--- config.mk ---
export PLATFORM = sky130hd
export DESIGN_NAME = rf_write_arbiter
export DESIGN_NICKNAME = d
export VERILOG_FILES = /design/src/rtl/rf_arb_pkg.sv /design/src/rtl/rf_wb_slot.sv /design/src/rtl/rf_write_arbiter.sv
export SDC_FILE = /design/constraint.sdc
export NUM_CORES = 1
export LEC_CHECK = 0
export BUFFER_PORTS_ARGS = -buffer_cell sky130_fd_sc_hd__buf_2
export CAP_MARGIN = 20
export CORE_MARGIN = 1.5
export CORE_UTILIZATION = 53
export CTS_CLUSTER_SIZE = 25
export DETAILED_ROUTE_END_ITERATION = 8
export GPL_TIMING_DRIVEN = 0
export PLACE_DENSITY = 0.8
export SYNTH_ARGS = -nofsm -noshare
export SYNTH_HDL_FRONTEND = slang
export SYNTH_SLANG_ARGS = --single-unit
--- constraint.sdc ---
create_clock -name CLK -period 4.4 [get_ports CLK]
set_clock_uncertainty 0.1 [all_clocks]
set_input_delay 0.44 -clock CLK [delete_from_list [all_inputs] [get_ports CLK]]
set_output_delay 0.44 -clock CLK [all_outputs]
set_load 0.005 [all_outputs]
--- src/rtl/rf_arb_pkg.sv ---
// Shared types for the register-file write-port arbiter.
// Latency: n/a (types, constants and a decode helper only).
// Backpressure: n/a.
package rf_arb_pkg;

    localparam int RF_DW   = 32;
    localparam int RF_AW   = 5;
    localparam int RF_NREG = 32;

    // Register-file write-enable encodings.
    localparam logic [1:0] RFWE_WRITE = 2'b01;
    localparam logic [1:0] RFWE_IDLE  = 2'b00;

    // Writeback source index; also the round-robin pointer value.
    typedef enum logic {
        PORT_A = 1'b0,
        PORT_M = 1'b1
    } port_e;

    // One holding entry. young marks an entry captured while the other
    // port already held an older, un-granted request.
    typedef struct packed {
        logic             full;
        logic             young;
        logic [RF_AW-1:0] addr;
        logic [RF_DW-1:0] data;
    } hold_t;

    // One-hot register bit, gated by en.
    function automatic logic [RF_NREG-1:0] reg_bit(input logic en,
                                                   input logic [RF_AW-1:0] addr);
        logic [RF_NREG-1:0] v;
        v = '0;
        if (en) v[addr] = 1'b1;
        return v;
    endfunction

endpackage

--- src/rtl/rf_wb_slot.sv ---
// One-entry writeback holding register with valid/ready capture and age bit.
// Latency: request visible in the entry one edge after acceptance.
// Backpressure: ready = empty, or the entry is leaving this cycle; never depends on valid.
//   ZERO_REG_GUARD_EN: entries for register 0 are accepted and then discarded.
module rf_wb_slot
    import rf_arb_pkg::*;
(
    input  logic             CLK,
    input  logic             RST,
    input  logic             req_vld,
    input  logic [RF_AW-1:0] req_addr,
    input  logic [RF_DW-1:0] req_dat,
    output logic             req_rdy,
    input  logic             grant,
    input  logic             other_full,
    input  logic             other_clr,
    output hold_t            ent,
    output logic             drop
);

    logic load;

    // Register-0 writes are silently retired one cycle after capture.
`ifdef ZERO_REG_GUARD_EN
    assign drop = ent.full && (ent.addr == '0);
`else
    assign drop = 1'b0;
`endif

    // The entry frees up on the same edge it is granted or dropped, so a
    // streaming source keeps one request per cycle.
    assign req_rdy = ~ent.full | grant | drop;
    assign load    = req_vld & req_rdy;

    // Capture, retire, and age tracking relative to the other port.
    always_ff @(posedge CLK or posedge RST) begin
        if (RST) begin
            ent <= '0;
        end else if (load) begin
            ent.full  <= 1'b1;
            // Younger only if the other entry stays behind after this edge.
            ent.young <= other_full & ~other_clr;
            ent.addr  <= req_addr;
            ent.data  <= req_dat;
        end else if (grant | drop) begin
            ent.full  <= 1'b0;
            ent.young <= 1'b0;
        end else if (other_clr) begin
            // The older entry has left; this one is now the oldest.
            ent.young <= 1'b0;
        end
    end

endmodule

--- src/rtl/rf_write_arbiter.sv ---
// Two-source writeback arbiter driving the single register-file write port.
// Latency: accept at edge N, registered RFWE/RFWA/RFWD valid after edge N+1; +1 cycle per earlier contested grant.
// Backpressure: ARDY/MRDY follow each slot's occupancy and this cycle's grant only.
//   ZERO_REG_GUARD_EN: register-0 requests are accepted but never written.
module rf_write_arbiter
    import rf_arb_pkg::*;
#(
    parameter int DW = RF_DW,
    parameter int AW = RF_AW
) (
    input  logic               CLK,
    input  logic               RST,
    input  logic               AV,
    input  logic [AW-1:0]      AA,
    input  logic [DW-1:0]      AD,
    output logic               ARDY,
    input  logic               MV,
    input  logic [AW-1:0]      MA,
    input  logic [DW-1:0]      MD,
    output logic               MRDY,
    output logic [1:0]         RFWE,
    output logic [AW-1:0]      RFWA,
    output logic [DW-1:0]      RFWD,
    output logic [RF_NREG-1:0] PEND
);

    hold_t ea;
    hold_t em;
    logic  a_drop;
    logic  m_drop;
    logic  a_elig;
    logic  m_elig;
    logic  gnt_a;
    logic  gnt_m;
    logic  rr_contest;
    port_e rr;

    rf_wb_slot u_slot_a (
        .CLK        (CLK),
        .RST        (RST),
        .req_vld    (AV),
        .req_addr   (AA),
        .req_dat    (AD),
        .req_rdy    (ARDY),
        .grant      (gnt_a),
        .other_full (em.full),
        .other_clr  (gnt_m | m_drop),
        .ent        (ea),
        .drop       (a_drop)
    );

    rf_wb_slot u_slot_m (
        .CLK        (CLK),
        .RST        (RST),
        .req_vld    (MV),
        .req_addr   (MA),
        .req_dat    (MD),
        .req_rdy    (MRDY),
        .grant      (gnt_m),
        .other_full (ea.full),
        .other_clr  (gnt_a | a_drop),
        .ent        (em),
        .drop       (m_drop)
    );

    // An entry being discarded this cycle never competes for the port.
    assign a_elig = ea.full & ~a_drop;
    assign m_elig = em.full & ~m_drop;

    // Grant selection: same-register conflicts resolve by age (A on a tie),
    // different-register conflicts by the round-robin pointer.
    always_comb begin
        gnt_a      = 1'b0;
        gnt_m      = 1'b0;
        rr_contest = 1'b0;
        if (a_elig && m_elig) begin
            if (ea.addr == em.addr) begin
                if (ea.young && !em.young) gnt_m = 1'b1;
                else                       gnt_a = 1'b1;
            end else begin
                rr_contest = 1'b1;
                if (rr == PORT_A) gnt_a = 1'b1;
                else              gnt_m = 1'b1;
            end
        end else if (a_elig) begin
            gnt_a = 1'b1;
        end else if (m_elig) begin
            gnt_m = 1'b1;
        end
    end

    // Round-robin pointer moves to the loser of a different-register contest.
    always_ff @(posedge CLK or posedge RST) begin
        if (RST) begin
            rr <= PORT_A;
        end else if (rr_contest) begin
            rr <= gnt_a ? PORT_M : PORT_A;
        end
    end

    // Registered write port; address/data hold while idle.
    always_ff @(posedge CLK or posedge RST) begin
        if (RST) begin
            RFWE <= RFWE_IDLE;
            RFWA <= '0;
            RFWD <= '0;
        end else if (gnt_a) begin
            RFWE <= RFWE_WRITE;
            RFWA <= ea.addr;
            RFWD <= ea.data;
        end else if (gnt_m) begin
            RFWE <= RFWE_WRITE;
            RFWA <= em.addr;
            RFWD <= em.data;
        end else begin
            RFWE <= RFWE_IDLE;
        end
    end

    // Pending bitmap: both holding entries plus the write in flight.
    always_comb begin
        PEND = reg_bit(a_elig, ea.addr)
             | reg_bit(m_elig, em.addr)
             | reg_bit(RFWE == RFWE_WRITE, RFWA);
    end

endmodule

; Word level (Yosys, flattened, before mapping)
; Cells that the tools add are included.
[word_totals]
elab_cells = 78
input_bits = 78
ff_bits = 118
output_inout_bits = 73
[op_classes]
eq_ne = 2
order_cmp = 6
n_reduce_logical = 11
mux = 35
bitwise_logic = 12
[op_table]
columns = cell, n
row1 = 32-bit 2-to-1 mux, 5
row2 = 32-bit bitwise OR, 2
row3 = 1-bit 2-to-1 mux, 23
row4 = 5-bit by 6-bit < comparator with 1-bit output (second input constant), 3
row5 = 1-bit demux with 5-bit select, 3
row6 = 5-bit by 1-bit greater-or-equal comparator with 1-bit output (second input constant), 3
row7 = 5-bit 2-to-1 mux, 2
row8 = 2-bit nonzero test, 3
row9 = 3-bit nonzero test, 2
row10 = 5-bit == test, 1
row11 = 1-bit logical AND, 5
row12 = 1-bit AND, 4
row13 = 2-bit 2-to-1 mux, 2
row14 = 1-bit inverter, 4
row15 = 2-bit by 1-bit == test with 1-bit output (second input constant), 1
row16 = 1-bit bitwise OR, 2
row17 = 1-bit logical NOT, 1

; Depth between registers and ports, before layout
; Gate-level depths: netlist (run 1).
[depth]
word_depth = 8
depth_mapped = 7
depth_no_buf = 6

; Cells and area by module
; From an unflattened synthesis (run 1), not the netlist that was laid out.
[hier_totals]
cells_unflattened = 488
area_unflattened_um2 = 5978.2
[by_module_without_submodules]
columns = mod, area_each_um2, cells_per_inst, instances, seq_area_each_um2
row1 = rf_wb_slot, 1636.6, 89, 2, 975.9
row2 = rf_write_arbiter, 2705.1, 310, 1, 975.9

; Least setup slack after synthesis (run 1)
; OpenSTA, ideal clock, no wires.
[synth_path]
path_kind = register -> register
startpoint = reg u_slot_m.ent[33] in the netlist's numbering
endpoint = reg u_slot_a.ent[11] in the netlist's numbering
arrival_ns = 1.882
stages_incl_launch_ff = 7
required_ns = 4.175
setup_ns = 0.125
setup_slack_ns = 2.293
n_path_buf = 1
synth_period_minus_slack_ns = 2.107
path_cell_list = dfrtp_1 -> xnor2_1 -> and2_1 -> o21ai_0 -> nor3_4 -> buf_6 -> mux2_2
[synth_between]
elab_chain_len = 5
[synth_lines]
columns = item, line
row1 = "start, declared", rf_wb_slot.sv:17  ; output hold_t ent,
row2 = 5-bit == test, rf_write_arbiter.sv:77  ; if (ea.addr == em.addr) begin
row3 = 1-bit 2-to-1 mux, rf_write_arbiter.sv:77
row4 = 1-bit 2-to-1 mux, rf_write_arbiter.sv:76  ; if (a_elig && m_elig) begin
row5 = 1-bit bitwise OR, rf_wb_slot.sv:32  ; assign req_rdy = ~ent.full | grant | drop;
row6 = 1-bit AND, rf_wb_slot.sv:33  ; assign load = req_vld & req_rdy;
row7 = "end, declared", rf_wb_slot.sv:17
; Every way passes these cells.
; A chain may end at the register's enable or synchronous reset.

; Final worst setup path (run 1)
[layout_path]
startpoint = reg u_slot_m.ent[38] in the netlist's numbering
endpoint = out PEND[2]
[layout_between]
elab_chain_len = 3
[layout_lines]
columns = item, line
row1 = 32-bit 2-to-1 mux, rf_arb_pkg.sv:34  ; if (en) v[addr] = 1'b1;
row2 = 32-bit bitwise OR, rf_write_arbiter.sv:123  ; | reg_bit(m_elig, em.addr)
row3 = 32-bit bitwise OR, rf_write_arbiter.sv:124  ; | reg_bit(RFWE == RFWE_WRITE, RFWA);
row4 = "end, declared", rf_write_arbiter.sv:24  ; output logic [RF_NREG-1:0] PEND
; Every way passes these cells.

==> PnR_summary.wiki, run 1 <==
{| class="wikitable"
! Metric !! Value
|-
| Worst path cell trace || buf_2, inv_1, nor3_1, a22oi_1, nand2_1, buf_2
|-
| Synthesis warning total || 0
|-
| Commonest cells after routing, fill and taps aside || 154 x buf_2, 117 x dfrtp_1, 102 x nand2_1
|-
| Die X-Extent || 107 µm
|-
| Wire length per cell || 18.7 µm
|-
| Highest fanout seen on the critical path || 10
|-
| Buffer levels on the longest clock path || 2
|-
| Sum of overflow across all layers after global routing || 0
|-
| Synth top area share || 0.513
|-
| CP bufs+invs || 3
|-
| Final estimated routing congestion in global placement || 0.864
|-
| Critical Path RT || 3.86 ns
|-
| Class of the tightest hold or removal check || primary input to register
|-
| Post-CTS repair timing setup buffer count || 0
|-
| Via count || 4842
|-
| Wire length of the first global-routing pass || 25200 µm
|-
| Max Clock Freq || 313 MHz
|-
| Final wirelength || 15600 µm
|-
| Pin count of the biggest net entering global routing || 77
|-
| Clock transition time at the flip-flop clock pins of the worst setup and hold paths || 0.06 ns
|-
| Slew Viols, Final || 0
|-
| MaxCap Viol Count || 0
|-
| Run status || completed
|-
| Cell variety after synth || 45
|-
| Crit path top cell by count || buf_2
|-
| Vias in the first global route || 5050
|-
| Power density over cell area || 731 mW/mm²
|-
| Sum of internal, switching and leakage power || 5.34 mW
|-
| Count of boundary I/O pins || 151
|-
| Antenna Violating Nets Remaining || 0
|-
| Cell type with the highest aggregate area in the netlist || dfrtp_1
|-
| Final routed DRC violation total || 0
|-
| I/O Buffers || 149
|-
| Clock Root Buffer || clkbuf_8
|-
| Max-slew headroom || 0.258
|-
| First-iteration detailed-routing DRC count || 382
|-
| Fin worst setup slack || 1.20 ns
|-
| Final worst path period share || 0.727
|-
| Post-cts repair resize count || 0
|-
| RSZ-0062 raised after global routing || false
|-
| Seq/Total Area, Yosys || 0.513
|-
| Chip Height || 107 µm
|-
| Arrival @ worst endpoint || 2.66 ns
|-
| Final worst path period need || 3.20 ns
|-
| Worst IR drop on VDD || 0.435 mV
|-
| Fin Hold WS || 0.0354 ns
|-
| Initial standard-cell utilization of the core || 0.551
|-
| Layout cells sized above 1 || 0.363
|-
| Seq cells post-synth || 117
|-
| Placed standard-cell area || 0.00666 mm²
|-
| Average vias per placed instance || 5.82
|-
| Top cells by area, synth || dfrtp_1 51%, mux2_2 9.3%, nand2_1 6.7%, mux2_1 5.3%, a22oi_1 3.9%
|-
| Final design instance area without fill || 0.00731 mm²
|-
| Number of antenna violations at the first check in global routing || 1
|-
| Total Neg Setup Slack || 0 ns
|-
| Lkg Pwr || 3.54 nW
|-
| Slowest-stage cell, CP || nor3_1
|-
| Setup violators final || 0
|-
| Die area || 0.0114 mm²
|-
| Total half-perimeter wirelength after legalization and detailed placement || 10700 µm
|-
| Total number of nets in the final design || 760
|-
| Average cell area after synthesis || 11.2 µm²
|-
| Count of H-tree levels built during CTS || 4
|-
| Count of mapped cells out of synthesis || 511
|-
| TritonCTS clock tree || built
|-
| Slew at the pin closest to its max-slew limit || 1.11 ns
|-
| Area growth from synthesis to layout || 27.9%
|-
| Synthesized cell area || 0.00571 mm²
|-
| Overall Global Routing Usage || 0.289
|-
| Top_reg_cell synth || dfrtp_1
|-
| Total iterations of the first detailed-routing run || 7
|-
| Insertion delay to the later sink of the worst-skew pair || 0.52 ns
|-
| TritonCTS buffer count || 17
|-
| Row Count || 37
|-
| Element type at the critical path end || output pin
|-
| Worst setup path category || register to output pin
|-
| Number of clock sinks || 117
|-
| Worst path max stage delay || 0.85 ns
|-
| Post-Place Setup Slack || 1.79 ns
|-
| Worst setup SP type || register
|-
| Synth Net Count || 589
|-
| Number of flops mapped to enable cells by yosys || 0
|-
| Kind of cell adding the most delay to the critical path || simple AND/OR/NAND/NOR gates
|-
| Area of the core || 0.0104 mm²
|-
| Most common library cell in the layout ignoring fill and taps || buf_2
|-
| Count of endpoints failing hold in the final timing report || 0
|-
| Async set-reset flop share out of synthesis || 1.00
|}
-- layout make-up --
class	instances	area, µm²
tap	136	170
buffer	30	179
inverter	9	36.3
sequential	117	2930
timing repair buffer	152	788
multi-input combinational	355	2570
antenna	1	2.50
fill	753	3060
clock inverter	12	175
clock buffer	20	455
-- synthesized netlist by cell type (all sizes together), types with 3 or more instances --
library cell / instances
nor3: 10
nand2: 102
a21boi: 4
a22oi: 30
clkbuf: 16
a221o: 14
xnor2: 6
mux2: 74
nor3b: 10
o21ai: 24
a22o: 14
and3b: 3
and3: 6
dfrtp: 117
buf: 14
inv: 9
nor2: 16
mux2i: 19
-- cells by family (layout without fill, tap and decap cells) --
kind of cell              after synthesis  in the layout  share of synthesized area
and+or+nand+nor                       155            155                      0.124
DFF                                   117            117                      0.513
AOI/OAI and AO/OA                     100            100                      0.137
muxes                                  93             93                      0.179
buffers and inverters                  39            223                     0.0372
xor gates and xnor gates                6              6                    0.00920
other                                   1              2                   0.000657
-- metrics by stage --
stage,std cells,utilization
2_1_floorplan,511,-
3_3_place_gp,796,0.639
3_5_place_dp,797,0.642
4_1_cts,830,0.704
5_1_grt,831,0.704
6_report,832,0.705
-- metal layers --
metal	global-route usage	wire (µm)	part of all wire
met5	0	0	0
met4	0.113	281	0.018
met3	0.0863	1340	0.086
met2	0.472	7610	0.49
met1	0.362	6350	0.41
-- state kept, by name (all words and copies together), names as in the netlist --
name,cells
rr,1
RFWE,1
u_slot_a.ent,39
RFWD,32
u_slot_m.ent,39
RFWA,5
-- report_power, final --
group / internal (mW) / switching (mW)
Combinational: 0.904 / 1.13
Sequential: 1.55 / 0.307
Clock: 0.964 / 0.492
-- worst paths after layout --
check | slack, ns | endpoint | cells past startpoint | startpoint
max | 1.20 | PEND[2] | 6 | u_slot_m.ent[38]
min | 0.04 | u_slot_m.ent[11] | 2 | MD[11]
max reg2reg | 1.84 | u_slot_a.ent[32] | 6 | u_slot_m.ent[33]
min reg2reg | 0.39 | RFWD[17] | 2 | u_slot_a.ent[17]
max in group asynchronous | 3.04 | RFWA[3] | 4 | RST
min in group asynchronous | 0.43 | u_slot_m.ent[3] | 3 | RST
-- repair_timing --
| action | in CTS | in global routing |
|---|---|---|
| hold endpoints to repair | 41 | 0 |
| setup endpoints to repair | 0 | 0 |
| hold buffers | 1 | 0 |
Note: power is estimated with default switching activity, not from simulation.
==> inputs of run 2 (changes only) <==
--- a/config.mk
+++ b/config.mk
@@ -8,11 +8,11 @@
 export BUFFER_PORTS_ARGS = -buffer_cell sky130_fd_sc_hd__buf_2
 export CAP_MARGIN = 20
 export CORE_MARGIN = 1.5
-export CORE_UTILIZATION = 53
+export CORE_UTILIZATION = 48
 export CTS_CLUSTER_SIZE = 25
 export DETAILED_ROUTE_END_ITERATION = 8
 export GPL_TIMING_DRIVEN = 0
-export PLACE_DENSITY = 0.8
+export PLACE_DENSITY = 0.77
 export SYNTH_ARGS = -nofsm -noshare
 export SYNTH_HDL_FRONTEND = slang
 export SYNTH_SLANG_ARGS = --single-unit
==> constraint.sdc (replaced) <==
create_clock -name CLK -period 2.83 [get_ports CLK]
set_clock_uncertainty 0.1 [all_clocks]
set_input_delay 0.283 -clock CLK [delete_from_list [all_inputs] [get_ports CLK]]
set_output_delay 0.283 -clock CLK [all_outputs]
set_load 0.005 [all_outputs]
==> run 2 against run 1 <==
Effect of this change: the run now ends with DRC, hold timing left; critical path depth unchanged; critical path type unchanged; flip-flop and latch count unchanged; largest power group unchanged; global-route usage decreased by 2.3 points; largest cell class unchanged.
==> PnR_summary.wiki, run 2 (synthesized netlist as in run 1, its figures left out) <==
{| class="wikitable"
! Metric !! Value
|-
| Fin Hold WS || -0.00347 ns
|-
| Share of total power in the clock network || 0.253
|-
| Worst setup SP type || register
|-
| Highest fanout seen on the critical path || 9
|-
| Slowest-stage cell, CP || nor3_1
|-
| Wire length per cell || 18.3 µm
|-
| Final estimated routing congestion in global placement || 0.925
|-
| Slew Viols, Final || 0
|-
| Die area || 0.0126 mm²
|-
| Area of the core || 0.0115 mm²
|-
| Final worst path period need || 2.75 ns
|-
| TritonCTS clock tree || built
|-
| Number of antenna violations at the first check in global routing || 0
|-
| Worst Reg-to-Reg Cells || 6
|-
| Clock transition time at the flip-flop clock pins of the worst setup and hold paths || 0.06 ns
|-
| Overall Global Routing Usage || 0.266
|-
| Capture instance of the worst register-to-register path || u_slot_a.ent[34]
|-
| Sum of overflow across all layers after global routing || 0
|-
| Net switching share of the total power || 0.367
|-
| Total Neg Setup Slack || 0 ns
|-
| Worst path cell trace || buf_2, inv_1, nor3_1, a22oi_1, nand2_1, buf_2
|-
| N_diodes || 0
|-
| Internal power contribution || 5.18 mW
|-
| Initial standard-cell utilization of the core || 0.496
|-
| Reg-to-reg setup timing slack || 0.29 ns
|-
| Commonest cells after routing, fill and taps aside || 154 x buf_2, 117 x dfrtp_1, 102 x nand2_1
|-
| Area growth from synthesis to layout || 34.9%
|-
| Share of total power in combinational logic || 0.392
|-
| Worst setup path category || register to output pin
|-
| Count of H-tree levels built during CTS || 4
|-
| Die X-Extent || 112 µm
|-
| Chip Height || 112 µm
|-
| Total iterations of the first detailed-routing run || 8
|-
| Run status || complete, but fails checks
|-
| Most common library cell in the layout ignoring fill and taps || buf_2
|-
| CP endpoint || PEND[6]
|-
| Vias in the first global route || 5275
|-
| Max Clock Freq || 363 MHz
|-
| Multi-input combinational cell area || 0.00259 mm²
|-
| Fill count || 886
|-
| Insertion delay to the later sink of the worst-skew pair || 0.42 ns
|-
| R2R Path Start || u_slot_m.ent[33]
|-
| TritonCTS buffer count || 17
|-
| Max-slew headroom || 0.265
|-
| MaxCap Viol Count || 0
|-
| First-iteration detailed-routing DRC count || 405
|-
| RSZ-0062 raised after global routing || false
|-
| Count of endpoints failing hold in the final timing report || 1
|-
| Element type at the critical path end || output pin
|-
| Pin count of the biggest net entering global routing || 46
|-
| Crit path top cell by count || buf_2
|-
| Slew at the pin closest to its max-slew limit || 1.10 ns
|-
| Total half-perimeter wirelength after legalization and detailed placement || 10900 µm
|-
| Layout cells sized above 1 || 0.342
|-
| Fraction of power consumed by sequential logic || 0.355
|-
| Final worst path period share || 0.972
|-
| Violated checks || DRC, hold timing
|-
| Largest registers in the final layout || u_slot_a.ent (39), u_slot_m.ent (39), RFWD (32)
|-
| CP Depth || 6
|-
| Row Count || 39
|-
| Wire length of the first global-routing pass || 26200 µm
|-
| Sum of internal, switching and leakage power || 8.18 mW
|-
| Average vias per placed instance || 5.64
|-
| Final wirelength || 16100 µm
|-
| Antenna Violating Nets Remaining || 0
|-
| I/O Buffers || 149
|-
| Kind of cell adding the most delay to the critical path || simple AND/OR/NAND/NOR gates
|-
| Critical Path RT || 2.45 ns
|-
| Net switching power || 3.00 mW
|-
| Setup violators final || 0
|-
| Class of the tightest hold or removal check || primary input to register
|-
| Critical Path Source || u_slot_a.ent[38]
|-
| Via count || 4967
|-
| Lkg Pwr || 3.70 nW
|-
| Total number of nets in the final design || 803
|-
| Count of boundary I/O pins || 151
|-
| Power density over cell area || 1060 mW/mm²
|-
| Worst IR drop on VDD || 0.561 mV
|-
| Arrival @ worst endpoint || 2.37 ns
|-
| Worst path max stage delay || 0.86 ns
|-
| Clock Root Buffer || clkbuf_16
|-
| Number of clock sinks || 117
|-
| Final routed DRC violation total || 12
|-
| CP bufs+invs || 3
|-
| FF+latch area || 0.00293 mm²
|-
| Buffer levels on the longest clock path || 2
|}
==> run 2: cell count changes in the layout (fill, tap and decap cells not counted), moves of 2 or more <==
cell	change
clkinv_2	+3
buf_12	+2
nor3_1	-3
bufinv_16	-2
dlygate4sd3_1	+43
clkbuf_8	-2
nor3_2	+3
clkbuf_1	+2
==> run 2: routing by layer <==
layer / GRT usage / wire length (µm) / vias to the layer above
met5: 0 / 0 / -
met4: 0.113 / 278 / 0
met3: 0.0745 / 1140 / 26
met2: 0.461 / 8220 / 225
met1: 0.313 / 6490 / 2446
li1: - / - / 2270
==> run 2: worst min-delay path by stage <==
| stage | start | to | slack [ns] | cells after the start |
|---|---|---|---|---|
| after floorplan | MV | u_slot_m.ent[38] | 0.28 | 1 |
| after global placement | u_slot_a.ent[5] | RFWD[5] | 0.36 | 2 |
| after detailed placement | RST | u_slot_m.ent[14] | 0.33 | 2 |
| after CTS | AD[3] | u_slot_a.ent[3] | 0.0002 | 2 |
| after global routing | AA[4] | u_slot_a.ent[36] | 0.001 | 2 |
| final | AD[3] | u_slot_a.ent[3] | -0.003 | 2 |
==> run 2: final cells by class <==
class / instances / share of cell area
Inverter: 9 / 0.00487
Timing Repair Buffer: 195 / 0.159
Clock buffer: 21 / 0.0598
Buffer: 30 / 0.0232
Clock inverter: 10 / 0.0138
Sequential cell: 117 / 0.380
Tap cell: 143 / 0.0232
Multi-Input combinational cell: 355 / 0.336
==> run 2: timing repair <==
action / 4_1_cts / 5_1_grt
endpoints found under the hold margin: 70 / 2
hold buffers: 42 / 2
buffers inserted: 0 / 0
gates resized for setup: 0 / 3
endpoints found under the setup margin: 0 / 15
==> run 2: per-stage QoR <==
step,instance area (µm²),setup slack [ns],hold slack (ns),instances,utilization
final,7700,0.0780,-0.00347,880,0.669
after floorplan,5720,0.723,0.275,511,-
after global routing,7700,0.0425,0.00145,880,0.669
after detailed placement,6680,0.318,0.335,805,0.580
after global placement,6640,0.352,0.357,803,0.577
after CTS,7670,0.0255,0.000232,878,0.666
==> run 2: power by group through the flow <==
stage | clock network, mW | logic, mW | registers [mW]
2_1_floorplan | 0 | 2.06 | 2.80
3_3_place_gp | 0 | 3.00 | 2.84
3_5_place_dp | 0 | 3.12 | 2.89
4_1_cts | 2.08 | 3.19 | 2.88
5_1_grt | 2.16 | 3.49 | 2.99
6_report | 2.07 | 3.21 | 2.90
==> inputs of run 3 (changes only) <==
--- a/config.mk
+++ b/config.mk
@@ -7,12 +7,14 @@
 export LEC_CHECK = 0
 export BUFFER_PORTS_ARGS = -buffer_cell sky130_fd_sc_hd__buf_2
 export CAP_MARGIN = 20
+export CELL_PAD_IN_SITES_DETAIL_PLACEMENT = 0
+export CELL_PAD_IN_SITES_GLOBAL_PLACEMENT = 1
 export CORE_MARGIN = 1.5
-export CORE_UTILIZATION = 48
+export CORE_UTILIZATION = 37
 export CTS_CLUSTER_SIZE = 25
 export DETAILED_ROUTE_END_ITERATION = 8
 export GPL_TIMING_DRIVEN = 0
-export PLACE_DENSITY = 0.77
+export PLACE_DENSITY_LB_ADDON = 0.1
 export SYNTH_ARGS = -nofsm -noshare
 export SYNTH_HDL_FRONTEND = slang
 export SYNTH_SLANG_ARGS = --single-unit
==> run 3 against run 2 <==
Effect of this change: the run now ends clean; die area up 29%; cell count up 7.8%; sequential share of layout area down 1.7 points; wire length up 3.1%; worst hold slack better by 0.018 ns; design area up 4.8%; via count up 0.28%; critical path type unchanged; critical endpoint is now PEND[16]; highest routed layer unchanged.
==> PnR_summary.wiki, run 3 (synthesized netlist as in run 1, its figures left out) <==
{| class="wikitable"
! Metric !! Value
|-
| Worst path max stage delay || 0.96 ns
|-
| Final worst path period need || 2.71 ns
|-
| Lkg Pwr || 3.84 nW
|-
| Final routed DRC violation total || 0
|-
| Element type at the critical path end || output pin
|-
| Worst path cell trace || nor3b_1, a22oi_1, nand2_1, buf_2
|-
| Final design instance area without fill || 0.00807 mm²
|-
| Share of total power in the clock network || 0.277
|-
| Via count || 4981
|-
| Total number of nets in the final design || 826
|-
| Number of antenna violations at the first check in global routing || 0
|-
| Post-Place Setup Slack || 0.269 ns
|-
| Die area || 0.0162 mm²
|-
| Multi-input combinational cell area || 0.00258 mm²
|-
| Net switching share of the total power || 0.356
|-
| Total iterations of the first detailed-routing run || 6
|-
| Total half-perimeter wirelength after legalization and detailed placement || 11500 µm
|-
| Layout cells sized above 1 || 0.338
|-
| Average vias per placed instance || 5.25
|-
| Run status || completed
|-
| Chip Height || 127 µm
|-
| Fin worst setup slack || 0.116 ns
|-
| Kind of cell adding the most delay to the critical path || simple AND/OR/NAND/NOR gates
|-
| Wire length per cell || 17.5 µm
|-
| CP Depth || 4
|-
| Commonest cells after routing, fill and taps aside || 154 x buf_2, 117 x dfrtp_1, 102 x nand2_1
|-
| Worst Reg-to-Reg Cells || 6
|-
| Share of total power in combinational logic || 0.386
|-
| First-iteration detailed-routing DRC count || 261
|-
| Hold Crit Start || MD[29]
|-
| RSZ-0062 raised after global routing || false
|-
| Fin Hold WS || 0.0149 ns
|-
| Capture instance of the worst register-to-register path || u_slot_a.ent[13]
|-
| Total Neg Setup Slack || 0 ns
|-
| Final worst path period share || 0.959
|-
| Overall Global Routing Usage || 0.214
|-
| Worst IR drop on VDD || 0.596 mV
|-
| Vias in the first global route || 5087
|-
| CP endpoint || PEND[16]
|-
| Slew at the pin closest to its max-slew limit || 1.17 ns
|-
| Most common library cell in the layout ignoring fill and taps || buf_2
|-
| Sum of overflow across all layers after global routing || 0
|-
| Largest registers in the final layout || u_slot_a.ent (39), u_slot_m.ent (39), RFWD (32)
|-
| Slew Viols, Final || 0
|-
| Die X-Extent || 127 µm
|-
| Count of boundary I/O pins || 151
|-
| Arrival @ worst endpoint || 2.33 ns
|-
| Reg-to-reg setup timing slack || 0.25 ns
|-
| Wire length of the first global-routing pass || 26700 µm
|-
| Fraction of power consumed by sequential logic || 0.337
|-
| Slowest-stage cell, CP || nor3b_1
|-
| N_diodes || 0
|-
| FF+latch area || 0.00293 mm²
|-
| Max-slew headroom || 0.220
|-
| Area of the core || 0.0151 mm²
|-
| Power density over cell area || 1050 mW/mm²
|-
| Area growth from synthesis to layout || 41.4%
|-
| Antenna Violating Nets Remaining || 0
|-
| Class of the tightest hold or removal check || primary input to register
|-
| Buffer levels on the longest clock path || 2
|-
| Insertion delay to the later sink of the worst-skew pair || 0.41 ns
|-
| Net switching power || 3.01 mW
|-
| Fill count || 1357
|-
| Setup violators final || 0
|-
| CP bufs+invs || 1
|-
| Clock Root Buffer || clkbuf_16
|-
| Pin count of the biggest net entering global routing || 41
|-
| Worst setup SP type || register
|-
| TritonCTS clock tree || built
|-
| Critical Path RT || 2.45 ns
|-
| Final estimated routing congestion in global placement || 0.786
|-
| Number of instances in the placed design || 853
|-
| Count of placed standard cells in the final layout, fillers left out || 949
|-
| I/O Buffers || 149
|-
| Clock transition time at the flip-flop clock pins of the worst setup and hold paths || 0.06 ns
|-
| Count of H-tree levels built during CTS || 4
|-
| Critical Path Source || RFWA[1]
|-
| Max Clock Freq || 368 MHz
|-
| Number of clock sinks || 117
|-
| Worst setup path category || register to output pin
|-
| Highest fanout seen on the critical path || 8
|-
| Internal power contribution || 5.45 mW
|-
| Row Count || 45
|-
| Placed standard-cell area || 0.00677 mm²
|-
| Count of endpoints failing hold in the final timing report || 0
|-
| TritonCTS buffer count || 17
|-
| R2R Path Start || u_slot_m.ent[33]
|-
| Initial standard-cell utilization of the core || 0.377
|-
| Final wirelength || 16600 µm
|-
| MaxCap Viol Count || 0
|}
==> run 3: timing repair <==
action / 4_1_cts / 5_1_grt
setup buffers: 0 / 0
setup endpoints to repair: 12 / 0
hold buffers: 64 / 0
resized for setup: 2 / 0
endpoints found under the hold margin: 80 / 0
==> run 3: worst min-delay path by stage <==
stage,to,slack [ns],cells past startpoint
6_report,u_slot_m.ent[29],0.01,2
5_1_grt,u_slot_a.ent[29],0.005,2
4_1_cts,u_slot_a.ent[22],0.0004,2
3_5_place_dp,RFWD[14],0.24,2
3_3_place_gp,RFWD[1],0.36,2
2_1_floorplan,u_slot_m.ent[38],0.28,1
==> run 3: area by class of cell <==
cell class              count  area share
well taps                 188      0.0291
repair buffers            218       0.181
flip-flops and latches    117       0.363
clock inverters            11      0.0212
inverters                   9     0.00465
clock buffers              21      0.0595
plain buffers              30      0.0222
multi-input cells         355       0.320
==> run 3: through the flow <==
stage / util / power [mW]
3_5_place_dp: 0.447 / 6.08
4_1_cts: 0.533 / 8.53
3_3_place_gp: 0.442 / 5.95
6_report: 0.533 / 8.46
5_1_grt: 0.533 / 9.02
2_1_floorplan: - / 4.85
==> run 3: routing by layer <==
layer	GRT usage	wire (µm)
met4	0.0735	267
met5	0	0
met3	0.0523	810
met1	0.274	7460
met2	0.357	8090
==> run 3: power groups by stage <==
stage / Sequential [mW] / Combinational, mW / Clock [mW]
2_1_floorplan: 2.80 / 2.06 / 0
3_3_place_gp: 2.84 / 3.11 / 0
3_5_place_dp: 2.87 / 3.21 / 0
4_1_cts: 2.85 / 3.29 / 2.39
5_1_grt: 2.96 / 3.59 / 2.47
6_report: 2.85 / 3.26 / 2.34
